File: config.mk
export PLATFORM = sky130hd
export DESIGN_NAME = stopwatch_core
export DESIGN_NICKNAME = d
export VERILOG_FILES = /design/src/rtl/stopwatch_core.sv
export SDC_FILE = /design/constraint.sdc
export NUM_CORES = 1
export LEC_CHECK = 0
export CAP_MARGIN = 0
export CORE_ASPECT_RATIO = 1.2
export CORE_MARGIN = 4
export CORE_UTILIZATION = 23
export DETAILED_ROUTE_END_ITERATION = 12
export PLACE_DENSITY = 0.42
export SETUP_SLACK_MARGIN = 0.1
export SLEW_MARGIN = 20
export SYNTH_ARGS = -nofsm -noshare
export SYNTH_HDL_FRONTEND = slang
export SYNTH_SLANG_ARGS = --single-unit
File: constraint.sdc
create_clock -name clk -period 4.5 [get_ports clk]
set_input_delay 1.125 -clock clk [delete_from_list [all_inputs] [get_ports clk]]
set_output_delay 1.125 -clock clk [all_outputs]
set_load 0.01 [all_outputs]
File: src/rtl/stopwatch_core.sv
// stopwatch_core: debounces the three buttons, runs the start/pause/lap/clear control and keeps
// elapsed time as BCD SS.hh. Digit, dot and running outputs are registered for the display driver.
module stopwatch_core #(
  parameter int unsigned CLK_HZ          = 100_000_000,
  parameter int unsigned TICK_HZ         = 100,
  parameter int unsigned DEBOUNCE_CYCLES = 1_000_000
) (
  input  logic       clk,
  input  logic       rst,
  input  logic       btn_start,
  input  logic       btn_lap,
  input  logic       btn_clear,
  output logic [3:0] A,
  output logic [3:0] B,
  output logic [3:0] C,
  output logic [3:0] D,
  output logic [0:3] dots,
  output logic       running
);

  localparam int unsigned Div = CLK_HZ / TICK_HZ;
  localparam int unsigned PW  = (Div > 1) ? $clog2(Div) : 1;
  localparam int unsigned DbW = $clog2(DEBOUNCE_CYCLES + 1);

  localparam logic [PW-1:0]  PrescMax = PW'(Div - 1);
  localparam logic [DbW-1:0] DbMax    = DbW'(DEBOUNCE_CYCLES);

  localparam int unsigned BtnStart = 0;
  localparam int unsigned BtnLap   = 1;
  localparam int unsigned BtnClear = 2;

  typedef enum logic [2:0] {
    StIdle,
    StRun,
    StLap,
    StPause,
    StFull
  } state_e;

  // ---------------------------------------------------------------------------------------------
  // Button path: 2-flop synchronizer, stability counter, rising-edge pulse.
  // ---------------------------------------------------------------------------------------------
  logic [2:0]     raw;
  logic [2:0]     sync1_q;
  logic [2:0]     sync2_q;
  logic [2:0]     level_q;
  logic [2:0]     level_prev_q;
  logic [2:0]     pulse;
  logic [DbW-1:0] stable_cnt_q [3];

  assign raw = {btn_clear, btn_lap, btn_start};

  always_ff @(posedge clk) begin
    if (rst) begin
      sync1_q      <= '0;
      sync2_q      <= '0;
      level_q      <= '0;
      level_prev_q <= '0;
      for (int i = 0; i < 3; i++) begin
        stable_cnt_q[i] <= '0;
      end
    end else begin
      sync1_q      <= raw;
      sync2_q      <= sync1_q;
      level_prev_q <= level_q;
      for (int i = 0; i < 3; i++) begin
        if (sync2_q[i] == level_q[i]) begin
          stable_cnt_q[i] <= '0;
        end else if (stable_cnt_q[i] == DbMax) begin
          level_q[i]      <= sync2_q[i];
          stable_cnt_q[i] <= '0;
        end else begin
          stable_cnt_q[i] <= stable_cnt_q[i] + 1'b1;
        end
      end
    end
  end

  assign pulse = level_q & ~level_prev_q;

  // Only the highest-priority pulse survives: clear, then start, then lap.
  logic ev_clear;
  logic ev_start;
  logic ev_lap;

  assign ev_clear = pulse[BtnClear];
  assign ev_start = pulse[BtnStart] & ~pulse[BtnClear];
  assign ev_lap   = pulse[BtnLap] & ~pulse[BtnStart] & ~pulse[BtnClear];

  // ---------------------------------------------------------------------------------------------
  // Timekeeping
  // ---------------------------------------------------------------------------------------------
  function automatic logic [15:0] bcd_inc(input logic [15:0] v);
    logic [15:0] r;
    logic        carry;
    r     = v;
    carry = 1'b1;
    for (int i = 0; i < 4; i++) begin
      if (carry) begin
        if (r[i*4 +: 4] == 4'd9) begin
          r[i*4 +: 4] = 4'd0;
        end else begin
          r[i*4 +: 4] = r[i*4 +: 4] + 4'd1;
          carry       = 1'b0;
        end
      end
    end
    return r;
  endfunction

  state_e        state_q;
  logic [PW-1:0] presc_q;
  logic [15:0]   count_q;
  logic [15:0]   hold_q;
  logic [15:0]   count_inc;
  logic          counting;
  logic          tick;
  logic          reach_full;

  assign counting   = (state_q == StRun) || (state_q == StLap);
  assign tick       = counting && (presc_q == PrescMax);
  assign count_inc  = bcd_inc(count_q);
  assign reach_full = tick && (count_inc == 16'h9999);

  // ---------------------------------------------------------------------------------------------
  // Control FSM with registered display outputs
  // ---------------------------------------------------------------------------------------------
  always_ff @(posedge clk) begin
    if (rst) begin
      state_q <= StIdle;
      presc_q <= '0;
      count_q <= '0;
      hold_q  <= '0;
      A       <= 4'd0;
      B       <= 4'd0;
      C       <= 4'd0;
      D       <= 4'd0;
      dots    <= 4'b0100;
      running <= 1'b0;
    end else begin
      // A tick on the edge that leaves RUN/LAP is still counted.
      if (counting) begin
        presc_q <= tick ? '0 : presc_q + 1'b1;
        if (tick) begin
          count_q <= count_inc;
        end
      end

      case (state_q)
        StIdle: begin
          if (ev_start) begin
            state_q <= StRun;
          end
        end
        StRun: begin
          if (reach_full) begin
            state_q <= StFull;
          end else if (ev_start) begin
            state_q <= StPause;
          end else if (ev_lap) begin
            state_q <= StLap;
            hold_q  <= count_q;
          end
        end
        StLap: begin
          if (reach_full) begin
            state_q <= StFull;
          end else if (ev_start) begin
            state_q <= StPause;
          end else if (ev_lap) begin
            state_q <= StRun;
          end
        end
        StPause: begin
          if (ev_clear) begin
            state_q <= StIdle;
            presc_q <= '0;
            count_q <= '0;
          end else if (ev_start) begin
            state_q <= StRun;
          end
        end
        StFull: begin
          if (ev_clear) begin
            state_q <= StIdle;
            presc_q <= '0;
            count_q <= '0;
          end
        end
        default: begin
          state_q <= StIdle;
        end
      endcase

      if (state_q == StLap) begin
        {A, B, C, D} <= hold_q;
      end else begin
        {A, B, C, D} <= count_q;
      end

      case (state_q)
        StLap:   dots <= 4'b0101;
        StFull:  dots <= 4'b1111;
        default: dots <= 4'b0100;
      endcase

      running <= counting;
    end
  end

endmodule

==> metrics.txt <==
Hold Path Class register to register; synth warn 0; final hold vios 0; Final period util 54.8%; Initial Util 23.5%; CP arrival 2820 ps; Synth top area share 25.6%; routed length per instance 12.1 um; Diodes inserted 0; Crit Path Category register to register; number of iterations in the first detailed-routing pass 4; Setup crit start kind register; CP endpoint kind register; die area 0.0334 mm^2; placer congestion estimate 0.718; Worst Path Required 4850 ps; share of cells above drive strength 1 5.41%; Slowest cell on crit path or4_4; num rows 69; Sink Count 146; via/cell ratio 4.20; vias in the first global route 5,031; FMAX 405 MHz; Syn Inst Count 743; Clk pwr share 47.0%; fin util 28.3%; hpwl dp 10.2 mm; sequential share of power 49.5%; switching portion of total power 22.8%; Logic pwr share 3.5%; setup TNS 0 ps; CTS H-tree depth 4; flop-to-flop setup slack 2030 ps; worst skew pair latency 420 ps; register area share after synthesis 50.1%; Sw Pwr 666 uW; Detailed Route WL 14.8 mm; CTS Hold Bufs 0; endpoints failing setup 0; maxcap violations 0; # resized after CTS 0; Filler cells 3,303; Worst-path clk slew 60 ps; All-Layer GR Usage 9.16%; port bufs 24; area leader, netlist edfxtp_1; Rel. slew slack 51.0%; RSZ-0062 raised after global routing no; Leakage 2.77 nW; Synth cell types 49; most frequent cell after synthesis nor2_1; run status finished, final reports clean; EDFF count, synth 60; CTS tree done; first-pass GRT wire length 25.0 mm; Int Pwr 2.25 mW; DRT antenna net count 0; grt total ovfl 0; via count 5,136; initial antenna violation count 0; Root Buffer clkbuf_16; Num CTS Buffers 17; Worst Path Max Fanout 14; DRC viols 0; CP peak stage delay 600 ps; top_reg_cell synth dfxtp_1; Setup Buffers After CTS 0; nets@finish 831; chip height 200 um; die width 168 um; fraction of registers with async set/reset 0%; Area Growth Syn to Fin 20.2%; Clock Path Buffers 2; pwr dens 346 mW/mm^2; clock skew 12.6 ps; top cells by area, synth edfxtp_1 26%, dfxtp_1 24%, xor2_1 5.9%; crit-path cells nor3b_1 > nand3_1 > or4_4 > or4_1 > a21oi_1; IO Count 26; Initial DRC Count 193; total design power 2.92 mW; Final Max Tran Viols 0; core box area 0.0299 mm^2; Synth Cell Area 0.00703 mm^2; largest net degree at the start of global routing 53; #FFs+latches synth 146; Peak VDD IR 0.224 mV; Worst Tran Pin Value 736 ps; Synth top cells by count 104 x nor2_1, 86 x dfxtp_1, 76 x nand2_1; Min Clock Period, post-route 2470 ps; Syn Area/Cell 9.46 um^2
-- final timing paths --
| check | cells after the start | end | startpoint |
|---|---|---|---|
| worst min-delay path | 1 | sync2_q[2] | sync1_q[2] |
| worst max-delay path | 5 | count_q[10] | count_q[3] |
| worst max register to register | 5 | count_q[10] | count_q[3] |
| worst min register to register | 1 | sync2_q[2] | sync1_q[2] |
-- metal layers --
layer | part of all wire [%] | wire [um] | track usage (%) | vias to the layer above
li1 | - | - | - | 2684
met1 | 49 | 7260 | 11.6 | 2403
met2 | 47 | 7000 | 15.4 | 32
met3 | 1.7 | 253 | 1.94 | 17
met4 | 1.8 | 268 | 3.61 | 0
met5 | 0 | 0 | 0 | -
-- cell usage in the layout, fill, tap and decap left out, types with 6 or more instances in the layout --
master,n
mux2i_1,19
dfxtp_1,86
nand2b_1,38
nand4_1,23
nand2_1,76
nand3_1,40
o21ai_0,7
xor2_1,47
and4_1,10
inv_1,19
xnor2_1,33
clkdlybuf4s50_1,23
clkbuf_16,19
or3_1,6
nor2b_1,14
nor2_1,104
ha_1,7
or4_1,6
and3_1,14
conb_1,61
a21oi_1,33
nor4b_1,11
nor4_1,10
nor3_1,11
edfxtp_1,60
-- flip-flops by register name (all words and copies together) (netlist names), 4 cells and up --
signal	count
stable_cnt_q	60
C	4
count_q	16
B	4
hold_q	16
presc_q	20
A	4
D	4
-- critical path, delay by kind of cell, from the launching register on --
kind	cells	cell delay, ps
AND/OR/NAND/NOR	4	1790
AO/OA/AOI/OAI	1	140
flip-flops	1	460
-- per-stage QoR --
stage	hold WS (ps)	area [um^2]	instances	setup WS [ps]
4_1_cts	441	8450	1222	2020
5_1_grt	450	8450	1222	1840
6_report	438	8450	1222	2030
2_1_floorplan	414	7260	803	2280
3_5_place_dp	428	7880	1190	1910
3_3_place_gp	418	7880	1190	1920
-- power groups by stage --
| stage | logic [mW] | registers, mW | clock network [mW] |
|---|---|---|---|
| CTS | 0.103 | 1.45 | 1.43 |
| global route | 0.119 | 1.45 | 1.48 |
| finish | 0.102 | 1.45 | 1.37 |
| global placement | 0.102 | 1.48 | 0 |
| floorplan | 0.0835 | 1.46 | 0 |
| detailed placement | 0.102 | 1.48 | 0 |
-- cells by family (layout without fill, tap and decap cells) --
| kind of cell | count (synthesis) | in the layout | synth area share (%) |
|---|---|---|---|
| simple gates | 379 | 379 | 27.8 |
| flops | 146 | 146 | 50.1 |
| xor+xnor | 80 | 80 | 9.96 |
| compound gates | 61 | 61 | 5.18 |
| buf+inv | 50 | 79 | 2.94 |
| mux | 19 | 19 | 2.70 |
| fa+ha+maj | 7 | 7 | 1.25 |
| other cells | 1 | 61 | 0.0533 |
-- final cells by class --
class | instances | area (um^2) | share of cell area (%)
Multi-Input combinational cell | 607 | 3530 | 41.7
Sequential cell | 146 | 3520 | 41.7
Clock buffer | 22 | 507 | 6.00
Tap cell | 390 | 488 | 5.77
Timing Repair Buffer | 28 | 265 | 3.14
Inverter | 19 | 71.3 | 0.844
Clock inverter | 10 | 68.8 | 0.814
(Power assumes the default switching activity.)
